**config.mk**
```make
export PLATFORM = sky130hd
export DESIGN_NAME = traffic_scheduler_flat
export DESIGN_NICKNAME = d
export VERILOG_FILES = /design/src/rtl/traffic_scheduler_if.sv /design/src/rtl/traffic_scheduler.sv /design/src/flat_wrapper.sv
export SDC_FILE = /design/constraint.sdc
export NUM_CORES = 1
export LEC_CHECK = 0
export ABC_AREA = 1
export CORE_UTILIZATION = 53
export DETAILED_ROUTE_END_ITERATION = 10
export GPL_TIMING_DRIVEN = 0
export PLACE_DENSITY = 0.88
export SYNTH_ARGS = -nofsm -noshare
export SYNTH_HDL_FRONTEND = slang
export SYNTH_SLANG_ARGS = --single-unit
```
**constraint.sdc**
```tcl
create_clock -name clk_i -period 2.64 [get_ports clk_i]
set_input_delay 0.528 -clock clk_i [delete_from_list [all_inputs] [get_ports clk_i]]
set_output_delay 0.528 -clock clk_i [all_outputs]
set_load 0.02 [all_outputs]
```
**src/rtl/traffic_scheduler_if.sv**
```systemverilog
// Signal bundle between the game-flow scheduler and the button/collision and car-rendering logic.
// The master side is the scheduler; the slave side drives start/pause/crash/ack.
interface traffic_scheduler_if;
    logic        start_game;
    logic        pause;
    logic        crash;
    logic        spawn_ack;
    logic        spawn_req;
    logic [1:0]  spawn_lane;
    logic [19:0] speed;
    logic [7:0]  level;
    logic [1:0]  state;
    logic        game_over;

    modport master (
        input  start_game, pause, crash, spawn_ack,
        output spawn_req, spawn_lane, speed, level, state, game_over
    );

    modport slave (
        output start_game, pause, crash, spawn_ack,
        input  spawn_req, spawn_lane, speed, level, state, game_over
    );
endinterface

```
**src/rtl/traffic_scheduler.sv**
```systemverilog
// Game-flow controller: sequences IDLE/RUN/PAUSED/OVER, issues one car-spawn request per
// period over a req/ack handshake, and shortens the period every SPAWNS_PER_LEVEL accepted spawns.
module traffic_scheduler #(
    parameter int          LANES            = 3,
    parameter logic [19:0] SPEED_INIT       = 20'd10000,
    parameter logic [19:0] SPEED_STEP       = 20'd100,
    parameter logic [19:0] SPEED_MIN        = 20'd2000,
    parameter logic [7:0]  SPAWNS_PER_LEVEL = 8'd10
) (
    input  logic                  clk_i,
    input  logic                  rst_n_i,
    traffic_scheduler_if.master   bus_io
);
    localparam logic [1:0]  ST_IDLE    = 2'b00;
    localparam logic [1:0]  ST_RUN     = 2'b01;
    localparam logic [1:0]  ST_PAUSED  = 2'b10;
    localparam logic [1:0]  ST_OVER    = 2'b11;
    localparam logic [7:0]  LANES_W    = 8'(LANES);
    localparam logic [20:0] STEP_FLOOR = {1'b0, SPEED_MIN} + {1'b0, SPEED_STEP};

    logic [1:0]  state_q, state_d;
    logic [19:0] speed_q, speed_d;
    logic [7:0]  level_q, level_d;
    logic [19:0] cnt_q, cnt_d;
    logic [7:0]  scnt_q, scnt_d;
    logic [7:0]  lfsr_q, lfsr_d;
    logic        req_q, req_d;
    logic [1:0]  lane_q, lane_d;
    logic        over_q, over_d;
    logic        accept;
    logic        expiry;

    always_comb begin
        lfsr_d  = {lfsr_q[6:0], lfsr_q[7] ^ lfsr_q[5] ^ lfsr_q[4] ^ lfsr_q[3]};
        state_d = state_q;
        speed_d = speed_q;
        level_d = level_q;
        cnt_d   = cnt_q;
        scnt_d  = scnt_q;
        req_d   = req_q;
        lane_d  = lane_q;
        accept  = req_q & bus_io.spawn_ack;
        expiry  = ({1'b0, cnt_q} + 21'd1) >= {1'b0, speed_q};

        case (state_q)
            ST_IDLE: begin
                speed_d = SPEED_INIT;
                level_d = 8'd0;
                cnt_d   = 20'd0;
                scnt_d  = 8'd0;
                req_d   = 1'b0;
                if (bus_io.start_game) state_d = ST_RUN;
            end
            ST_RUN, ST_PAUSED: begin
                if (bus_io.crash) begin
                    state_d = ST_OVER;
                    req_d   = 1'b0;
                end else begin
                    if (state_q == ST_RUN && bus_io.pause)
                        state_d = ST_PAUSED;
                    else if (state_q == ST_PAUSED && !bus_io.pause)
                        state_d = ST_RUN;

                    if (accept) begin
                        req_d = 1'b0;
                        if (scnt_q + 8'd1 == SPAWNS_PER_LEVEL) begin
                            scnt_d = 8'd0;
                            if (level_q != 8'hFF) level_d = level_q + 8'd1;
                            speed_d = ({1'b0, speed_q} >= STEP_FLOOR) ? speed_q - SPEED_STEP
                                                                      : SPEED_MIN;
                        end else begin
                            scnt_d = scnt_q + 8'd1;
                        end
                    end

                    // Counting follows the pause input, so the resume cycle already counts.
                    if (!bus_io.pause) begin
                        if (expiry) begin
                            cnt_d = 20'd0;
                            if (!req_q) begin
                                req_d  = 1'b1;
                                lane_d = 2'(lfsr_q % LANES_W);
                            end
                        end else begin
                            cnt_d = cnt_q + 20'd1;
                        end
                    end
                end
            end
            default: begin
                req_d = 1'b0;
                if (!bus_io.start_game) begin
                    state_d = ST_IDLE;
                    speed_d = SPEED_INIT;
                    level_d = 8'd0;
                    cnt_d   = 20'd0;
                    scnt_d  = 8'd0;
                end
            end
        endcase

        over_d = (state_d == ST_OVER);
    end

    always_ff @(posedge clk_i or negedge rst_n_i) begin
        if (!rst_n_i) begin
            state_q <= ST_IDLE;
            speed_q <= SPEED_INIT;
            level_q <= 8'd0;
            cnt_q   <= 20'd0;
            scnt_q  <= 8'd0;
            lfsr_q  <= 8'hA5;
            req_q   <= 1'b0;
            lane_q  <= 2'd0;
            over_q  <= 1'b0;
        end else begin
            state_q <= state_d;
            speed_q <= speed_d;
            level_q <= level_d;
            cnt_q   <= cnt_d;
            scnt_q  <= scnt_d;
            lfsr_q  <= lfsr_d;
            req_q   <= req_d;
            lane_q  <= lane_d;
            over_q  <= over_d;
        end
    end

    assign bus_io.spawn_req  = req_q;
    assign bus_io.spawn_lane = lane_q;
    assign bus_io.speed      = speed_q;
    assign bus_io.level      = level_q;
    assign bus_io.state      = state_q;
    assign bus_io.game_over  = over_q;
endmodule

```
**src/flat_wrapper.sv**
```systemverilog
// flat-port wrapper written by rule: the top's interface ports become plain ports
module traffic_scheduler_flat 
#(
    parameter int          LANES            = 3,
    parameter logic [19:0] SPEED_INIT       = 20'd10000,
    parameter logic [19:0] SPEED_STEP       = 20'd100,
    parameter logic [19:0] SPEED_MIN        = 20'd2000,
    parameter logic [7:0]  SPAWNS_PER_LEVEL = 8'd10
)
  (clk_i, rst_n_i, bus_io_start_game, bus_io_pause, bus_io_crash, bus_io_spawn_ack, bus_io_spawn_req, bus_io_spawn_lane, bus_io_speed, bus_io_level, bus_io_state, bus_io_game_over);
  traffic_scheduler_if bus_io_i ();
  input  logic clk_i;
  input  logic rst_n_i;
  input wire logic [$bits(bus_io_i.start_game)-1:0] bus_io_start_game;
  input wire logic [$bits(bus_io_i.pause)-1:0] bus_io_pause;
  input wire logic [$bits(bus_io_i.crash)-1:0] bus_io_crash;
  input wire logic [$bits(bus_io_i.spawn_ack)-1:0] bus_io_spawn_ack;
  output wire logic [$bits(bus_io_i.spawn_req)-1:0] bus_io_spawn_req;
  output wire logic [$bits(bus_io_i.spawn_lane)-1:0] bus_io_spawn_lane;
  output wire logic [$bits(bus_io_i.speed)-1:0] bus_io_speed;
  output wire logic [$bits(bus_io_i.level)-1:0] bus_io_level;
  output wire logic [$bits(bus_io_i.state)-1:0] bus_io_state;
  output wire logic [$bits(bus_io_i.game_over)-1:0] bus_io_game_over;
  assign bus_io_i.start_game = bus_io_start_game;
  assign bus_io_i.pause = bus_io_pause;
  assign bus_io_i.crash = bus_io_crash;
  assign bus_io_i.spawn_ack = bus_io_spawn_ack;
  assign bus_io_spawn_req = bus_io_i.spawn_req;
  assign bus_io_spawn_lane = bus_io_i.spawn_lane;
  assign bus_io_speed = bus_io_i.speed;
  assign bus_io_level = bus_io_i.level;
  assign bus_io_state = bus_io_i.state;
  assign bus_io_game_over = bus_io_i.game_over;
  traffic_scheduler #(.LANES(LANES), .SPEED_INIT(SPEED_INIT), .SPEED_STEP(SPEED_STEP), .SPEED_MIN(SPEED_MIN), .SPAWNS_PER_LEVEL(SPAWNS_PER_LEVEL)) u_core (.clk_i(clk_i), .rst_n_i(rst_n_i), .bus_io(bus_io_i));
endmodule
```
==> results of run 1 <==
==> state kept, by name, indices dropped and copies added (netlist names) <==
signal,count
u_core.cnt_q,20
u_core.bus_io.speed,18
u_core.bus_io.level,8
u_core.lfsr_q,8
u_core.scnt_q,8
u_core.bus_io.spawn_lane,2
u_core.bus_io.state,2
u_core.bus_io.game_over,1
u_core.bus_io.spawn_req,1
==> cells in the final DEF (no fill, tap or decap), drive strengths merged, types with 15 or more instances in the layout <==
| cell | synthesis | final |
|---|---|---|
| inv | 95 | 96 |
| a21oi | 26 | 26 |
| buf | 7 | 38 |
| nor3 | 15 | 15 |
| nor2 | 50 | 50 |
| ha | 30 | 30 |
| xor2 | 21 | 21 |
| o21ai | 50 | 50 |
| dfrtp | 59 | 59 |
| nand3 | 56 | 56 |
| nand2 | 102 | 103 |
| clkdlybuf4s50 | 0 | 36 |
==> power by group through the flow <==
stage	Sequential (µW)	Combinational, µW	Clock (µW)
floorplan	1620	1320	0
global placement	1470	2190	0
detailed placement	1480	2300	0
CTS	1460	2410	1020
global route	1490	2810	1060
finish	1470	2560	1020
==> per-layer routing <==
layer	vias up	GRT usage, %
met2	171	48.72
met5	-	0
met4	0	11.79
met3	28	5.744
met1	2194	33.70
li1	2072	-
==> cells by family after synthesis <==
group	share of synthesized area (%)
simple gates	26.30
buf+inv	9.272
compound gates	13.08
flops	38.35
fa+ha+maj	8.403
xor+xnor	4.510
other cells	0.08395
==> worst paths after layout <==
kind / endpoint / depth (start not counted)
setup / recovery: u_core.bus_io.spawn_lane[1]$_DFFE_PN0P_ / 21
hold / removal: u_core.bus_io.speed[16]$_DFFE_PN0P_ / 1
setup reg to reg: u_core.bus_io.spawn_lane[1]$_DFFE_PN0P_ / 21
hold reg to reg: u_core.lfsr_q[1]$_DFF_PN0_ / 0
max in group asynchronous: u_core.bus_io.state[1]$_DFF_PN0_ / 1
min in group clk_i: u_core.lfsr_q[1]$_DFF_PN0_ / 0
==> final cells by class <==
type | count | area [µm²]
clock inverter | 4 | 70.07
multi-input combinational | 406 | 2703
tap | 105 | 131.4
timing repair buffer | 66 | 585.6
fill | 551 | 2367
timing repair inverter | 1 | 8.758
clock buffer | 12 | 165.2
sequential | 68 | 1715
inverter | 96 | 375.4
buffer | 9 | 53.80
==> metrics by stage <==
step	std cells	instance area [µm²]	total power, µW	utilization [%]	TNS (ps)
after floorplan	578	4511	2942	-	-683.6
after global placement	720	5012	3659	61.31	-87610
after detailed placement	720	5010	3784	61.28	-17920
after CTS	755	5520	4890	67.52	-4954
after global routing	767	5808	5366	71.04	-12610
final	767	5808	5052	71.04	-9352
==> what timing repair did <==
action	4_1_cts	5_1_grt
buffers inserted	19	10
resized for setup	36	44
gates cloned	0	2
setup endpoints to repair	42	45
pin swaps	15	15
==> impl_metrics.env, run 1 <==
export IMPL_drc=0
export IMPL_first_iter_violations=399
export IMPL_hold_slack_ps=299.4
export IMPL_die_height_um=93.81
export IMPL_powerDensity_nw_per_um2=869.8
export IMPL_p_switching_uw=2318
export IMPL_die_area_um2=8799
export IMPL_crit_type="reg2reg"
export IMPL_critPathArrivalTime_ps=3350
export IMPL_comb_power_share_pct=50.7
export IMPL_clockBufferDepth=2
export IMPL_dr_pass1_iters=5
export IMPL_grt_max_degree=69
export IMPL_grt_pass1_wl_um=19350
export IMPL_tightest_slew_ps=888.4
export IMPL_cp_top_family="simple AND/OR/NAND/NOR gates"
export IMPL_pre_cts_ws_ps=-620.9
export IMPL_synth_edf_count=0
export IMPL_antenna_found_initial=0
export IMPL_dpl_hpwl_um=7934
export IMPL_slowest_stage="dfrtp_1"
export IMPL_diodes=0
export IMPL_power_switching_share_pct=45.90
export IMPL_cp_end_kind="register"
export IMPL_period_share_pct=117.3
export IMPL_start_util_pct=54.64
export IMPL_async_flop_share_pct=100.0
export IMPL_wire_per_inst_um=15.93
export IMPL_grt_pass1_vias=4294
export IMPL_via_count=4465
export IMPL_h_tree_depth=3
export IMPL_max_cap_violations=0
export IMPL_ys_ff_latch=68
export IMPL_power_leakage_uw=0.002663
export IMPL_setup_ws_ps=-457.9
export IMPL_routed_wl_um=12220
export IMPL_rsz0062_at_grt="yes"
export IMPL_syn_area_per_cell_um2=7.741
export IMPL_power_frac_clock_pct=20.2
export IMPL_violations="setup timing"
export IMPL_hold_viol=0
export IMPL_fin_nets=693
export IMPL_netlist_area_leader_share_pct=33.05
export IMPL_internal_power_uw=2733
export IMPL_drive_above_1_share_pct=22.51
export IMPL_routed_via_density=5.821
export IMPL_top_layer_used="met4"
export IMPL_dr_wl_met3_um=660
export IMPL_setup_viol_count_final=23
export IMPL_numCtsBuffers=9
export IMPL_clk_latency_ps=360
export IMPL_clk_pin_slew_ps=80
export IMPL_min_period_ps=3098
export IMPL_gp_congestion=0.9403
export IMPL_netlist_area_um2=4467
export IMPL_crit_buf_inv=4
export IMPL_crit_required_ps=2890
export IMPL_clock_sinks=68
export IMPL_cp_cell_sequence="ha_2 > nand2_2 > nor2_4 > inv_2 > nor2_4 > inv_2 > nor4_4 > xor2_1 > inv_1 > ha_4 > nand2_2 > nor2_2 > a211oi_2 > nor2_1 > nor2_1 > and2_4 > nand2_8 > nand2_4 > inv_4 > nand3_1 > nand2_1"
export IMPL_grt_total_usage_pct=28.09
export IMPL_ctsRootBufferMaster="clkbuf_8"
export IMPL_r2r_start="u_core.cnt_q[0]$_DFFE_PN0P_"
export IMPL_die_w_um=93.81
export IMPL_cts_tree="yes"
export IMPL_drv_slew=0
export IMPL_met2_length_um=6230
export IMPL_cp_slowest_stage_delay_ps=410
export IMPL_fmax_mhz=322.8
export IMPL_finClkSkew_ps=6.684
export IMPL_crit_start="u_core.cnt_q[0]$_DFFE_PN0P_"
export IMPL_ys_warn_count=0
export IMPL_cts_hold_buf=0
export IMPL_reg2reg_slack_ps=-460
export IMPL_synthTopCellsByCount="nand2_1 (96), inv_1 (88), dfrtp_1 (59)"
export IMPL_ys_top_cells_by_area="dfrtp_1 (33%), ha_1 (8.4%), nand2_1 (8.1%)"
export IMPL_synthCells=577
export IMPL_critical_path_max_fanout=6
export IMPL_min_path_type="in2async"
export IMPL_yosysSeqAreaShare_pct=38.35
export IMPL_pin_count=40
export IMPL_p_seq_share_pct=29.1
export IMPL_area_delta_synth_final_pct=30.03
export IMPL_synth_main_ff_cell="dfrtp_1"
export IMPL_yosysMostFrequentCell="nand2_1"
export IMPL_slew_headroom_pct=40.78
export IMPL_core_area_um2=8175
export IMPL_io_buffers=37
export IMPL_antenna_left=0
export IMPL_yosysTopAreaCell="dfrtp_1"
export IMPL_met1Wirelength_um=5024
export IMPL_startpoint_type="register"
export IMPL_grt_ovfl_total=0
export IMPL_outcome="finished, violations left"
export IMPL_ir_worst_vdd_mv=0.7396
export IMPL_synth_cell_types=42
export IMPL_row_count=33
Note: power is estimated with default switching activity, not from simulation.
==> inputs of run 2 (changes only) <==
--- a/config.mk
+++ b/config.mk
@@ -10,6 +10,7 @@
 export DETAILED_ROUTE_END_ITERATION = 10
 export GPL_TIMING_DRIVEN = 0
 export PLACE_DENSITY = 0.88
+export SKIP_LAST_GASP = 1
 export SYNTH_ARGS = -nofsm -noshare
 export SYNTH_HDL_FRONTEND = slang
 export SYNTH_SLANG_ARGS = --single-unit
==> impl_metrics.env, run 2 (synthesis gave the netlist of run 1 again) <==
export IMPL_outcome="finished, violations left"
export IMPL_violations="setup timing"
export IMPL_powerDensity_nw_per_um2=875.0
export IMPL_row_count=33
export IMPL_postPlaceCellArea_um2=5010
export IMPL_numCtsBuffers=9
export IMPL_internal_power_uw=2730
export IMPL_diodes=0
export IMPL_drc=0
export IMPL_rsz0062_at_grt="yes"
export IMPL_critical_path_max_fanout=6
export IMPL_ir_worst_vdd_mv=0.6701
export IMPL_grt_pass1_wl_um=19230
export IMPL_dp_cells=720
export IMPL_drive_above_1_share_pct=21.90
export IMPL_dpl_hpwl_um=7934
export IMPL_setup_viol_count_final=23
export IMPL_clockBufferDepth=2
export IMPL_fin_nets=693
export IMPL_routed_wl_um=12130
export IMPL_power_leakage_uw=0.002662
export IMPL_fmax_mhz=325.4
export IMPL_regMostFlops="u_core.cnt_q"
export IMPL_layout_commonest_cell="nand2_1"
export IMPL_crit_buf_inv=4
export IMPL_io_buffers=37
export IMPL_gp_congestion=0.9403
export IMPL_grt_pass1_vias=4259
export IMPL_grt_ovfl_total=0
export IMPL_cpMostUsedCell="nor2_1"
export IMPL_power_switching_share_pct=45.86
export IMPL_grt_total_usage_pct=27.86
export IMPL_tns_ps=-8837
export IMPL_fill_cells=560
export IMPL_slowest_stage="dfrtp_1"
export IMPL_layout_common_cells="nand2_1 (90), inv_1 (85), dfrtp_1 (57)"
export IMPL_grt_max_degree=69
export IMPL_first_iter_violations=468
export IMPL_power_frac_clock_pct=20.2
export IMPL_core_area_um2=8175
export IMPL_dr_pass1_iters=6
export IMPL_antenna_found_initial=0
export IMPL_cp_cell_sequence="ha_2 > nand2_2 > nor2_4 > inv_2 > nor2_4 > inv_2 > nor4_4 > xor2_1 > inv_1 > ha_4 > nand2_2 > nor2_1 > a211oi_2 > nor2_1 > nor2_1 > and2_4 > nand2_8 > nand2_4 > inv_4 > nand3_1 > nand2_1"
export IMPL_min_path_type="in2async"
export IMPL_wire_per_inst_um=15.81
export IMPL_die_w_um=93.81
export IMPL_p_seq_share_pct=29.2
export IMPL_cp_end_kind="register"
export IMPL_pin_count=40
export IMPL_finClkSkew_ps=9.661
export IMPL_h_tree_depth=3
export IMPL_routed_via_density=5.763
export IMPL_antenna_left=0
export IMPL_cts_tree="yes"
export IMPL_die_area_um2=8799
export IMPL_p_switching_uw=2313
export IMPL_clk_latency_ps=360
export IMPL_max_cap_violations=0
export IMPL_start_util_pct=54.64
export IMPL_hold_viol=0
export IMPL_crit_type="reg2reg"
export IMPL_period_share_pct=116.4
export IMPL_via_count=4420
export IMPL_clock_sinks=68
export IMPL_die_height_um=93.81
export IMPL_comb_power_share_pct=50.6
export IMPL_cp_slowest_stage_delay_ps=410
export IMPL_clk_pin_slew_ps=80
export IMPL_startpoint_type="register"
export IMPL_tightest_slew_ps=898.1
export IMPL_crit_required_ps=2890
export IMPL_slew_headroom_pct=40.13
export IMPL_ctsRootBufferMaster="clkbuf_8"
export IMPL_largest_reg_flops=20
export IMPL_drv_slew=0
export IMPL_min_period_ps=3073
export IMPL_area_delta_synth_final_pct=29.02
export IMPL_cp_top_family="simple AND/OR/NAND/NOR gates"
export IMPL_finish_instance_area_um2=5763
export IMPL_setup_ws_ps=-432.7
export IMPL_stdcell_count=767
export IMPL_critPathArrivalTime_ps=3320
export IMPL_hold_slack_ps=256.0
run 2: per-stage QoR:
step | util [%] | setup WS, ps | power (µW)
CTS | 67.42 | -267.3 | 4882
global placement | 61.31 | -1199 | 3659
floorplan | - | -52.32 | 2942
global route | 70.49 | -587.3 | 5348
detailed placement | 61.28 | -620.9 | 3784
finish | 70.49 | -432.7 | 5043
run 2: cell type report:
cell class              count  area (µm²)  area share (%)
inverters                  96       375.4           6.513
flip-flops and latches     68        1715           29.77
clock inverters             4       70.07           1.216
repair buffers             66       589.3           10.23
repair inverters            1       8.758          0.1520
multi-input cells         406        2654           46.05
plain buffers               9       53.80          0.9336
clock buffers              12       165.2           2.866
well taps                 105       131.4           2.280
run 2: path summary, 6_finish.rpt:
path                                              from                                      end  slack (ps)  cells after the start
setup / recovery           u_core.cnt_q[0]$_DFFE_PN0P_  u_core.bus_io.spawn_lane[1]$_DFFE_PN0P_        -430                     21
hold / removal                                 rst_n_i      u_core.bus_io.speed[14]$_DFFE_PN0P_         260                      1
setup reg to reg           u_core.cnt_q[0]$_DFFE_PN0P_  u_core.bus_io.spawn_lane[1]$_DFFE_PN0P_        -430                     21
hold reg to reg             u_core.lfsr_q[0]$_DFF_PN1_               u_core.lfsr_q[1]$_DFF_PN0_         440                      0
max in group asynchronous                      rst_n_i         u_core.bus_io.state[1]$_DFF_PN0_        1700                      1
min in group clk_i          u_core.lfsr_q[0]$_DFF_PN1_               u_core.lfsr_q[1]$_DFF_PN0_         440                      0
run 2: power by group through the flow:
stage	Combinational [µW]	Clock (µW)	Sequential (µW)
final	2550	1020	1470
after global routing	2800	1060	1490
after CTS	2400	1020	1460
after detailed placement	2300	0	1480
after global placement	2190	0	1470
after floorplan	1320	0	1620
run 2: routing by layer:
| layer | wire (µm) | track usage (%) |
|---|---|---|
| met2 | 6298 | 48.36 |
| met4 | 243 | 11.15 |
| met5 | 0 | 0 |
| met3 | 622 | 5.259 |
| met1 | 4962 | 33.90 |
run 2: timing repair:
| action | 4_1_cts | 5_1_grt |
|---|---|---|
| setup buffers | 19 | 10 |
| cloned | 0 | 2 |
| pin swaps | 15 | 15 |
| hold buffers | 0 | 0 |
| hold endpoints to repair | 0 | 0 |
| endpoints found under the setup margin | 42 | 42 |
| gates resized for setup | 32 | 39 |
run 2: worst register-to-register path, stage by stage (launching register included):
cell and delay, ps:
dfrtp_1 410, ha_2 220, nand2_2 70, nor2_4 150, inv_2 70, nor2_4 120, inv_2 60, nor4_4 190
xor2_1 260, inv_1 110, ha_4 240, nand2_2 60, nor2_1 40, a211oi_2 220, nor2_1 70, nor2_1 110
and2_4 180, nand2_8 100, nand2_4 130, inv_4 40, nand3_1 70, nand2_1 50
==> inputs of run 3 (changes only) <==
--- a/config.mk
+++ b/config.mk
@@ -6,10 +6,12 @@
 export NUM_CORES = 1
 export LEC_CHECK = 0
 export ABC_AREA = 1
-export CORE_UTILIZATION = 53
+export CORE_UTILIZATION = 54
+export CTS_BUF_LIST = sky130_fd_sc_hd__clkbuf_8
 export DETAILED_ROUTE_END_ITERATION = 10
 export GPL_TIMING_DRIVEN = 0
-export PLACE_DENSITY = 0.88
+export PLACE_DENSITY = 0.89
+export SETUP_SLACK_MARGIN = 0.02
 export SKIP_LAST_GASP = 1
 export SYNTH_ARGS = -nofsm -noshare
 export SYNTH_HDL_FRONTEND = slang
==> impl_metrics.env, run 3 (synthesis gave the netlist of run 1 again) <==
export IMPL_outcome="finished, violations left"
export IMPL_violations="setup timing"
export IMPL_antenna_left=0
export IMPL_numCtsBuffers=9
export IMPL_clock_sinks=68
export IMPL_critPathArrivalTime_ps=3370
export IMPL_pre_cts_ws_ps=-704.9
export IMPL_postPlaceCellArea_um2=5006
export IMPL_r2r_start="u_core.cnt_q[8]$_DFFE_PN0P_"
export IMPL_h_tree_depth=3
export IMPL_max_cap_violations=0
export IMPL_start_util_pct=56.92
export IMPL_ir_worst_vdd_mv=0.7399
export IMPL_via_count=4377
export IMPL_hold_viol=0
export IMPL_drc=0
export IMPL_period_share_pct=118.4
export IMPL_grt_ovfl_total=0
export IMPL_rr_endpoint="u_core.bus_io.spawn_lane[1]$_DFFE_PN0P_"
export IMPL_die_height_um=92.95
export IMPL_die_w_um=92.95
export IMPL_routed_via_density=5.744
export IMPL_hold_slack_ps=273.8
export IMPL_p_switching_uw=2284
export IMPL_finish_instance_area_um2=5659
export IMPL_min_path_type="in2async"
export IMPL_crit_type="reg2reg"
export IMPL_dr_pass1_iters=5
export IMPL_p_seq_share_pct=30.5
export IMPL_grt_pass1_wl_um=19400
export IMPL_r2r_cells=20
export IMPL_cts_hold_buf=0
export IMPL_powerDensity_nw_per_um2=845.4
export IMPL_rsz0062_at_grt="yes"
export IMPL_drive_above_1_share_pct=20.45
export IMPL_layout_common_cells="nand2_1 (93), inv_1 (86), dfrtp_1 (58)"
export IMPL_startpoint_type="register"
export IMPL_setup_ws_ps=-486.3
export IMPL_crit_required_ps=2890
export IMPL_grt_total_usage_pct=28.43
export IMPL_area_delta_synth_final_pct=26.69
export IMPL_diodes=0
export IMPL_finClkSkew_ps=10.30
export IMPL_cp_end_kind="register"
export IMPL_dpl_hpwl_um=7808
export IMPL_pin_count=40
export IMPL_layout_commonest_cell="nand2_1"
export IMPL_largest_reg_flops=20
export IMPL_gp_congestion=0.9357
export IMPL_grt_pass1_vias=4301
export IMPL_slew_headroom_pct=41.00
export IMPL_core_area_um2=7848
export IMPL_fin_util_pct=72.11
export IMPL_routed_wl_um=11720
export IMPL_grt_max_degree=69
export IMPL_critical_path_max_fanout=5
export IMPL_ctsRootBufferMaster="clkbuf_8"
export IMPL_fin_nets=691
export IMPL_row_count=32
export IMPL_comb_power_share_pct=53.3
export IMPL_power_leakage_uw=0.002616
export IMPL_power_frac_clock_pct=16.1
export IMPL_tightest_slew_ps=885.1
export IMPL_regMostFlops="u_core.cnt_q"
export IMPL_internal_power_uw=2500
export IMPL_clk_pin_slew_ps=80
export IMPL_min_period_ps=3126
export IMPL_cts_tree="yes"
export IMPL_io_buffers=37
export IMPL_wire_per_inst_um=15.37
export IMPL_fmax_mhz=319.9
export IMPL_reg2reg_slack_ps=-490
export IMPL_power_switching_share_pct=47.74
export IMPL_clockBufferDepth=2
export IMPL_die_area_um2=8640
export IMPL_drv_slew=0
export IMPL_clk_latency_ps=350
export IMPL_setup_viol_count_final=23
export IMPL_first_iter_violations=310
export IMPL_antenna_found_initial=0
## run 3: power by group through the flow
stage	logic, µW	registers (µW)	clock network (µW)
3_3_place_gp	2190	1460	0
2_1_floorplan	1320	1620	0
4_1_cts	2430	1460	770
3_5_place_dp	2280	1470	0
6_report	2550	1460	773
5_1_grt	2780	1490	824
## run 3: area by class of cell
| class | count | area (µm²) |
|---|---|---|
| inverter | 96 | 372.9 |
| timing repair buffer | 64 | 578.1 |
| timing repair inverter | 1 | 5.005 |
| multi-input combinational | 406 | 2639 |
| buffer | 9 | 53.80 |
| clock buffer | 10 | 137.6 |
| tap | 102 | 127.6 |
| clock inverter | 6 | 31.28 |
| fill | 556 | 2188 |
| sequential | 68 | 1714 |
## run 3: how the worst max path moves through the flow
stage / slack (ps) / endpoint / start / depth (start not counted)
floorplan: -50 / u_core.bus_io.spawn_lane[0]$_DFFE_PN0P_ / u_core.cnt_q[0]$_DFFE_PN0P_ / 21
global placement: -1220 / u_core.lfsr_q[1]$_DFF_PN0_ / rst_n_i / 1
detailed placement: -700 / u_core.bus_io.spawn_lane[0]$_DFFE_PN0P_ / u_core.cnt_q[0]$_DFFE_PN0P_ / 21
CTS: -330 / u_core.bus_io.spawn_lane[1]$_DFFE_PN0P_ / u_core.cnt_q[0]$_DFFE_PN0P_ / 21
global route: -630 / u_core.bus_io.spawn_lane[1]$_DFFE_PN0P_ / u_core.cnt_q[0]$_DFFE_PN0P_ / 22
finish: -490 / u_core.bus_io.spawn_lane[1]$_DFFE_PN0P_ / u_core.cnt_q[8]$_DFFE_PN0P_ / 20
## run 3: critical path: stages (launching register included)
cell	delay, ps
dfrtp_1	420
inv_1	110
nor3_2	240
nand2_1	140
nor2_4	120
inv_2	60
nor4_4	200
xor2_1	300
inv_1	130
ha_4	270
nand2_2	60
nor2_1	50
a211oi_2	160
nor2_1	70
nor2_1	120
and2_4	190
nand2_8	90
nand2_4	120
inv_1	50
nand3_1	70
nand2_1	50
## run 3: what timing repair did
action | 4_1_cts | 5_1_grt
pin swaps | 6 | 11
resized for setup | 49 | 16
gates cloned | 2 | 0
endpoints found under the setup margin | 37 | 43
buffers inserted | 19 | 8
## run 3: per-layer routing
layer	routed length (µm)	vias to the layer above	track usage (%)
met2	6111	179	50.43
met5	0	-	0
met1	4661	2102	33.05
li1	-	2064	-
met3	631	32	6.158
met4	310	0	11.54
## run 3: stage by stage
step                setup TNS, ps  power, µW  std cells
CTS                         -6140       4659        754
finish                     -10140       4784        762
detailed placement         -18690       3753        717
floorplan                  -683.6       2942        578
global route               -13550       5092        762
global placement           -87190       3649        717
